<file path="src/rtl/cpu_types_pkg.sv">
// Shared CPU types: instruction-cache frame layout and address split for the
// default 16-frame configuration.
package cpu_types_pkg;

    localparam int ICACHE_SETS = 16;

    typedef struct packed {
        logic        valid;
        logic [25:0] tag;
        logic [31:0] data;
    } icache_frame_t;

    typedef struct packed {
        logic [25:0] tag;
        logic [3:0]  idx;
        logic [1:0]  bytoff;
    } icachef_t;

endpackage

</file>
<file path="src/rtl/icache_fetch_unit.sv">
// Direct-mapped, one-word-per-block instruction cache. Hits are served
// combinationally; a miss issues one word fill and waits for the controller.
module icache_fetch_unit
    import cpu_types_pkg::*;
#(
    parameter  int SETS  = ICACHE_SETS,
    localparam int IDX_W = $clog2(SETS),
    localparam int TAG_W = 30 - IDX_W
) (
    input  logic        CLK,
    input  logic        RST,
    input  logic        imemREN,
    input  logic [31:0] imemaddr,
    output logic [31:0] imemload,
    output logic        ihit,
    output logic        iREN,
    output logic [31:0] iaddr,
    input  logic        iwait,
    input  logic [31:0] iload,
    output logic [31:0] hit_count,
    output logic [31:0] miss_count
);

    typedef enum logic {IDLE, FETCH} icache_state_t;

    icache_state_t     state_q, state_d;
    logic [29:0]       miss_addr_q, miss_addr_d;
    logic              valid_q [SETS];
    logic [TAG_W-1:0]  tag_q   [SETS];
    logic [31:0]       data_q  [SETS];
    logic [31:0]       hit_count_q, miss_count_q;

    logic [IDX_W-1:0]  req_idx, miss_idx;
    logic [TAG_W-1:0]  req_tag, miss_tag;
    logic              fill_en, miss_start;
    logic              unused_bytoff;

    assign req_idx       = imemaddr[IDX_W+1:2];
    assign req_tag       = imemaddr[31:IDX_W+2];
    assign miss_idx      = miss_addr_q[IDX_W-1:0];
    assign miss_tag      = miss_addr_q[29:IDX_W];
    assign unused_bytoff = ^imemaddr[1:0];

    assign hit_count  = hit_count_q;
    assign miss_count = miss_count_q;

    // Outputs are gated with RST so nothing leaks to the datapath while reset
    // is held, even though the array is only cleared at the edge.
    always_comb begin
        state_d     = state_q;
        miss_addr_d = miss_addr_q;
        ihit        = 1'b0;
        imemload    = 32'd0;
        iREN        = 1'b0;
        iaddr       = 32'd0;
        fill_en     = 1'b0;
        miss_start  = 1'b0;
        case (state_q)
            IDLE: begin
                if (imemREN && !RST) begin
                    if (valid_q[req_idx] && (tag_q[req_idx] == req_tag)) begin
                        ihit     = 1'b1;
                        imemload = data_q[req_idx];
                    end else begin
                        miss_start  = 1'b1;
                        miss_addr_d = imemaddr[31:2];
                        state_d     = FETCH;
                    end
                end
            end
            FETCH: begin
                if (!RST) begin
                    iREN  = 1'b1;
                    iaddr = {miss_addr_q, 2'b00};
                end
                // The fill always lands at the latched address; a redirect
                // is picked up only once we are back in IDLE.
                if (!iwait) begin
                    fill_en = 1'b1;
                    state_d = IDLE;
                end
            end
            default: state_d = IDLE;
        endcase
    end

    always_ff @(posedge CLK) begin
        if (RST) begin
            state_q      <= IDLE;
            miss_addr_q  <= 30'd0;
            hit_count_q  <= 32'd0;
            miss_count_q <= 32'd0;
            for (int i = 0; i < SETS; i++) begin
                valid_q[i] <= 1'b0;
            end
        end else begin
            state_q     <= state_d;
            miss_addr_q <= miss_addr_d;
            if (fill_en) begin
                valid_q[miss_idx] <= 1'b1;
                tag_q[miss_idx]   <= miss_tag;
                data_q[miss_idx]  <= iload;
            end
            if (ihit && (hit_count_q != 32'hFFFF_FFFF)) begin
                hit_count_q <= hit_count_q + 32'd1;
            end
            if (miss_start && (miss_count_q != 32'hFFFF_FFFF)) begin
                miss_count_q <= miss_count_q + 32'd1;
            end
        end
    end

endmodule

</file>
<file path="config.mk">
export PLATFORM = sky130hd
export DESIGN_NAME = icache_fetch_unit
export DESIGN_NICKNAME = d
export VERILOG_FILES = /design/src/rtl/cpu_types_pkg.sv /design/src/rtl/icache_fetch_unit.sv
export SDC_FILE = /design/constraint.sdc
export NUM_CORES = 1
export LEC_CHECK = 0
export BUFFER_PORTS_ARGS = -buffer_cell sky130_fd_sc_hd__buf_4
export CORE_MARGIN = 8
export CORE_UTILIZATION = 35
export CTS_CLUSTER_SIZE = 8
export DETAILED_ROUTE_END_ITERATION = 16
export GPL_ROUTABILITY_DRIVEN = 0
export GPL_TIMING_DRIVEN = 0
export MAX_ROUTING_LAYER = met4
export PLACE_DENSITY = 0.62
export SLEW_MARGIN = 20
export SYNTH_ARGS = -nofsm -noshare
export SYNTH_HDL_FRONTEND = slang
export SYNTH_SLANG_ARGS = --single-unit
</file>
<file path="constraint.sdc">
create_clock -name CLK -period 12.12 [get_ports CLK]
set_input_delay 1.212 -clock CLK [delete_from_list [all_inputs] [get_ports CLK]]
set_output_delay 1.212 -clock CLK [all_outputs]
set_load 0.01 [all_outputs]
</file>
======== Word-level counts from Yosys, hierarchy flattened ========
Memories as Yosys holds them, arrays and structs flattened.
Cells that the tools add are included.
cells by class
  add/subtract/negate cells ............... 2
  muxes and demuxes ....................... 25
  bitwise logic cells ..................... 2
  reduce and logical (&&, ||, !) cells .... 7
  equality and inequality tests ........... 3
operator list
  kind                                           number
  2-to-1 mux 32 bit                              5
  adder 32 x 1 -> 32 bit, second input constant  2
  inequality test 32 bit, second input constant  2
  equality test 26 bit                           1
  2-to-1 mux 1 bit                               18
  logical AND 1 bit                              4
  2-to-1 mux 4 bit                               1
  AND reduction 3 bit                            1
  NOT 1 bit                                      2
  one-hot mux 1 bit (2 select lines)             1
  zero test 1 bit                                1
  OR reduction 1 bit                             1
word-level totals
  RAM bits ................................ 944
  memories ................................ 3
  register bits after elaboration ......... 95
  logic and storage cells ................. 46
  input bits .............................. 68
  output and inout bits ................... 130
memories
  memory   depth  width  rd ports  clocked after Yosys merged registers in  write ports  RTL line                 text
  data_q   16     32     1         0                                        1            icache_fetch_unit.sv:30  logic [31:0] data_q [SETS];
  tag_q    16     26     1         0                                        1            icache_fetch_unit.sv:29  logic [TAG_W-1:0] tag_q [SETS];
  valid_q  16     1      1         0                                        16           icache_fetch_unit.sv:28  logic valid_q [SETS];

======== Depth between registers and ports, before layout ========
  depth after elaboration ................. 7
  gate-level depth with buffers ........... 17
  gate-level depth less buffers ........... 9

======== Worst setup path before layout ========
OpenSTA, ideal clock, no wires.
  path type ............................... in2out
  start point ............................. in imemaddr[2]
  end point ............................... out imemload[11]
  data arrival time ....................... 4.145 ns
  path buffers ............................ 7
  cell stages on the path ................. 10
  required time ........................... 10.908 ns
  slack ................................... 6.763 ns
  cell sequence ........................... buf_6 > buf_12 > buf_4 > buf_2 > buf_2 > buf_2 > buf_1 > mux4_2 > mux4_2 > and3_1
on the way
  longest elaborated chain between the ends .. 6
  elaborated cells on any way between the ends .. 8
  classes of those cells .................. 1 x eq/ne; 3 x mux; 1 x reduce/logical; 3 x memory
ends and longest elaborated chain
  item                       RTL line                 text
  start: declaration         icache_fetch_unit.sv:13  input logic [31:0] imemaddr,
  memory read (16 x 26 bit)  --
  equality test 26 bit       icache_fetch_unit.sv:61  if (valid_q[req_idx] && (tag_q[req_idx] == req_tag)) begin
  logical AND 1 bit          icache_fetch_unit.sv:61
  2-to-1 mux 32 bit (*)      icache_fetch_unit.sv:61
  2-to-1 mux 32 bit (*)      icache_fetch_unit.sv:60  if (imemREN && !RST) begin
  2-to-1 mux 32 bit (*)      icache_fetch_unit.sv:58  case (state_q)
  end: declaration           icache_fetch_unit.sv:14  output logic [31:0] imemload,
Every way passes the cells marked *; elsewhere a longest branch is shown, timed or not.

======== Worst setup path in the final report ========
  start point ............................. in imemaddr[3]
  end point ............................... out imemload[13]
Same word-level chain as after synthesis.

==> PnR_summary.wiki <==
{| class="wikitable"
! Metric !! Value
|-
| Number of max-slew violations in the final report || 0
|-
| Final hold violation count || 0
|-
| Sequential element share of the synthesized area || 72.0%
|-
| Kind of end point of the critical path || primary output
|-
| Setup clock skew after layout || 0.0236 ns
|-
| Overall Global Routing Usage || 19.1%
|-
| Number of cell rows || 126
|-
| Post-synthesis instance total || 2226
|-
| Final setup slack of the worst path || 4.57 ns
|-
| Residual DRC count || 0
|-
| Maximum resistive drop on vdd || 0.130 mV
|-
| Number of hold buffers added after CTS || 0
|-
| Launching point of the worst reg2reg path || miss_count[11]
|-
| CP max-delay cell || sky130_fd_sc_hd__nor4_4
|-
| Worst r2r path cells || 11
|-
| TritonCTS clock tree || built
|-
| Async set-reset flop share out of synthesis || 0%
|-
| Outcome || complete, no violations
|-
| Highest-count cells in the layout ignoring fill and taps || 928 x sky130_fd_sc_hd__edfxtp_1, 241 x sky130_fd_sc_hd__mux4_2, 195 x sky130_fd_sc_hd__buf_4, 150 x sky130_fd_sc_hd__clkbuf_16, 114 x sky130_fd_sc_hd__clkbuf_1
|-
| Commonest non-fill, non-tap cell in the layout || sky130_fd_sc_hd__edfxtp_1
|-
| Setup slack at placement || 4.60 ns
|-
| Syn Std Cell Area || 41800 um2
|-
| Post-synth cell types || 72
|-
| Number of buffers inserted by port buffering || 188
|-
| Layout cell share with drive strength beyond 1 || 30.6%
|-
| Number of enable flip-flop cells after synthesis || 928
|-
| Total leakage power || 17.2 nW
|-
| Initial antenna violation count || 14
|-
| # H-tree levels || 4
|-
| Area growth syn-to-layout || 22.5%
|-
| Post-CTS clock slew at the launch and capture registers of the worst setup and hold paths || 0.05 ns
|-
| Setup slack, reg-to-reg || 8.10 ns
|-
| Maximum clock frequency || 132 MHz
|-
| # IOs || 198
|-
| Switching power summed over all nets || 0.00176 W
|-
| Routed wire length || 125000 um
|-
| Largest driver fanout on the critical path || 11
|-
| Largest incremental delay on the critical path || 0.69 ns
|-
| Clock buffer count from CTS || 148
|-
| Type of the setup path with the least slack || primary input to primary output
|-
| Synthesis Warnings || 0
|-
| Ratio of total power to cell area || 159 nW/um2
|-
| WP data arrival || 6.34 ns
|-
| Worst path most repeated cell || sky130_fd_sc_hd__buf_2
|-
| Number of logic stages on the critical path including buffering || 12
|-
| Final critical-path required period || 7.55 ns
|-
| Mean area per synthesized cell || 18.8 um2
|-
| Number of DRC markers after the initial detailed-route iteration || 2956
|-
| Effective utilization at floorplan || 35.3%
|-
| Data required, critical path || 10.91 ns
|-
| Buffers inserted by post-CTS timing repair || 0
|-
| Transition at the pin with the smallest max-transition slack || 1.12 ns
|-
| Total vias in the final route || 24524
|-
| Total setup violations reported at the end of the flow || 0
|-
| Insertion delay to the later sink of the worst-skew pair || 0.74 ns
|-
| # Max-Cap Violations || 0
|-
| Via count of the first global-routing pass || 24855
|-
| Average routed wire per standard cell || 29.5 um
|-
| Setup tns final || 0 ns
|-
| DP HPWL || 83900 um
|-
| Power share of the combinational group || 4.9%
|-
| Cell class contributing the biggest share of worst-path delay || buffers and inverters
|-
| Remaining Overflow, GRT || 0
|-
| Area occupied by multi-input gates || 11000 um2
|-
| Unrepaired setup endpoints after global routing || false
|-
| Wire length of the first global-routing pass || 178000 um
|-
| Vias per std cell || 5.78
|-
| Fraction of power spent switching nets || 21.7%
|-
| Number of flip-flops and latches in the synthesized netlist || 1039
|-
| Crit path launch || imemaddr[3]
|-
| Internal power || 0.00636 W
|-
| Post-route clock period utilization || 62.3%
|-
| Total iterations of the first detailed-routing run || 9
|-
| Last element of the critical path || imemload[13]
|-
| Worst slew margin || 25.2%
|-
| Class of the worst hold path || flip-flop to flip-flop
|-
| Part of the total power dissipated in the clock network || 46.3%
|-
| Filler cell count || 10117
|-
| Count of nets left with antenna violations after detail routing || 0
|-
| Final net count || 2706
|-
| Die area || 131000 um2
|-
| Vertical die dimension || 361 um
|-
| Core footprint || 118000 um2
|-
| Count of clock tree sinks || 1039
|-
| Maximum number of pins on one net before global-route repair || 19
|-
| Longest Clk Path Bufs || 3
|-
| Startpoint types || primary input
|-
| FF+latch area || 30100 um2
|-
| Die X || 361 um
|-
| Cell chain of the critical path || buf_2, buf_2, buf_2, buf_2, buf_1, o21bai_1, or4_4, nor4_4, buf_6, clkbuf_1, and3_1, buf_4
|-
| Proportion of power drawn by flip-flops and latches || 48.9%
|-
| Endpoint of the worst-slack reg-to-reg timing path || miss_count[16]
|-
| Sum of buffers and inverters on the critical path || 8
|-
| Clock Tree Root || sky130_fd_sc_hd__clkbuf_16
|-
| Count of cells resized by post-cts repair || 0
|-
| Most common flop cell mapped by yosys || sky130_fd_sc_hd__edfxtp_1
|}
==> sequential cells by signal, summed over array words and instances, names as in the netlist <==
register	count
data_q	512
hit_count	32
miss_addr_q	30
miss_count	32
state_q	1
tag_q	416
valid_q	16
==> worst min-delay path by stage <==
| stage | startpoint | endpoint | slack (ns) | depth (start not counted) |
|---|---|---|---|---|
| 2_1_floorplan | valid_q[10] | valid_q[10] | 0.43 | 1 |
| 3_3_place_gp | valid_q[11] | valid_q[11] | 0.43 | 1 |
| 3_5_place_dp | valid_q[7] | valid_q[7] | 0.44 | 1 |
| 4_1_cts | valid_q[7] | valid_q[7] | 0.45 | 1 |
| 5_1_grt | valid_q[6] | valid_q[6] | 0.47 | 1 |
| 6_report | valid_q[7] | valid_q[7] | 0.45 | 1 |
==> per-stage QoR <==
stage	instances	instance area, um2	hold WS, ns	total power [W]	util [%]
finish	4244	51200	0.454	0.00813	43.3
global placement	3951	45100	0.431	0.00441	38.1
floorplan	2227	41800	0.425	0.00425	-
CTS	4232	51100	0.455	0.00818	43.2
detailed placement	4022	46900	0.444	0.00443	39.7
global route	4242	51200	0.474	0.00834	43.3
==> power by group through the flow <==
| stage | logic [W] | clock network, W | registers [W] |
|---|---|---|---|
| 6_report | 0.000396 | 0.00376 | 0.00397 |
| 5_1_grt | 0.000412 | 0.00396 | 0.00397 |
| 4_1_cts | 0.000394 | 0.00381 | 0.00397 |
| 3_5_place_dp | 0.000392 | 0 | 0.00404 |
| 3_3_place_gp | 0.000374 | 0 | 0.00403 |
| 2_1_floorplan | 0.000226 | 0 | 0.00402 |
==> cell usage after synthesis, types with 22 or more instances <==
| master | n | share of area, % |
|---|---|---|
| sky130_fd_sc_hd__edfxtp_1 | 928 | 67 |
| sky130_fd_sc_hd__a31o_2 | 37 | 0.78 |
| sky130_fd_sc_hd__nor2b_1 | 22 | 0.33 |
| sky130_fd_sc_hd__nor2_1 | 63 | 0.57 |
| sky130_fd_sc_hd__mux2i_1 | 80 | 1.9 |
| sky130_fd_sc_hd__nand2_1 | 54 | 0.49 |
| sky130_fd_sc_hd__nand4_1 | 37 | 0.55 |
| sky130_fd_sc_hd__clkbuf_1 | 72 | 0.65 |
| sky130_fd_sc_hd__and3_1 | 99 | 1.5 |
| sky130_fd_sc_hd__nand3_1 | 43 | 0.52 |
| sky130_fd_sc_hd__dfxtp_1 | 111 | 5.3 |
| sky130_fd_sc_hd__a21oi_1 | 41 | 0.49 |
| sky130_fd_sc_hd__mux4_2 | 241 | 13 |
| sky130_fd_sc_hd__buf_2 | 27 | 0.32 |
==> logic make-up (layout without fill, tap and decap cells) <==
kind of cell    count (synthesis)  count (layout)  share of synthesized area [%]
other cells                     1              14                        0.00898
flops                        1039            1039                           72.0
buf+inv                       161             630                           1.87
mux                           347             347                           15.8
fa+ha+maj                       2               2                         0.0599
xor+xnor                       30              30                          0.647
simple gates                  438             438                           5.91
compound gates                208             208                           3.65
==> area by class of cell <==
cell class | count | share of cell area (%)
Buffer | 139 | 1.40
Tap cell | 1536 | 3.76
Timing Repair Buffer | 259 | 6.12
Sequential cell | 1039 | 58.8
Antenna cell | 12 | 0.0587
Clock buffer | 195 | 7.67
Clock inverter | 15 | 0.509
Inverter | 22 | 0.161
Multi-Input combinational cell | 1027 | 21.5
==> routing by layer <==
| metal | routed length [um] | up-vias | track usage [%] |
|---|---|---|---|
| li1 | - | 10024 | - |
| met1 | 48300 | 12851 | 23.9 |
| met2 | 61700 | 1391 | 30.9 |
| met3 | 11100 | 258 | 4.04 |
| met4 | 4010 | 0 | 6.69 |
| met5 | 0 | - | - |
Note: power is estimated with default switching activity, not from simulation.
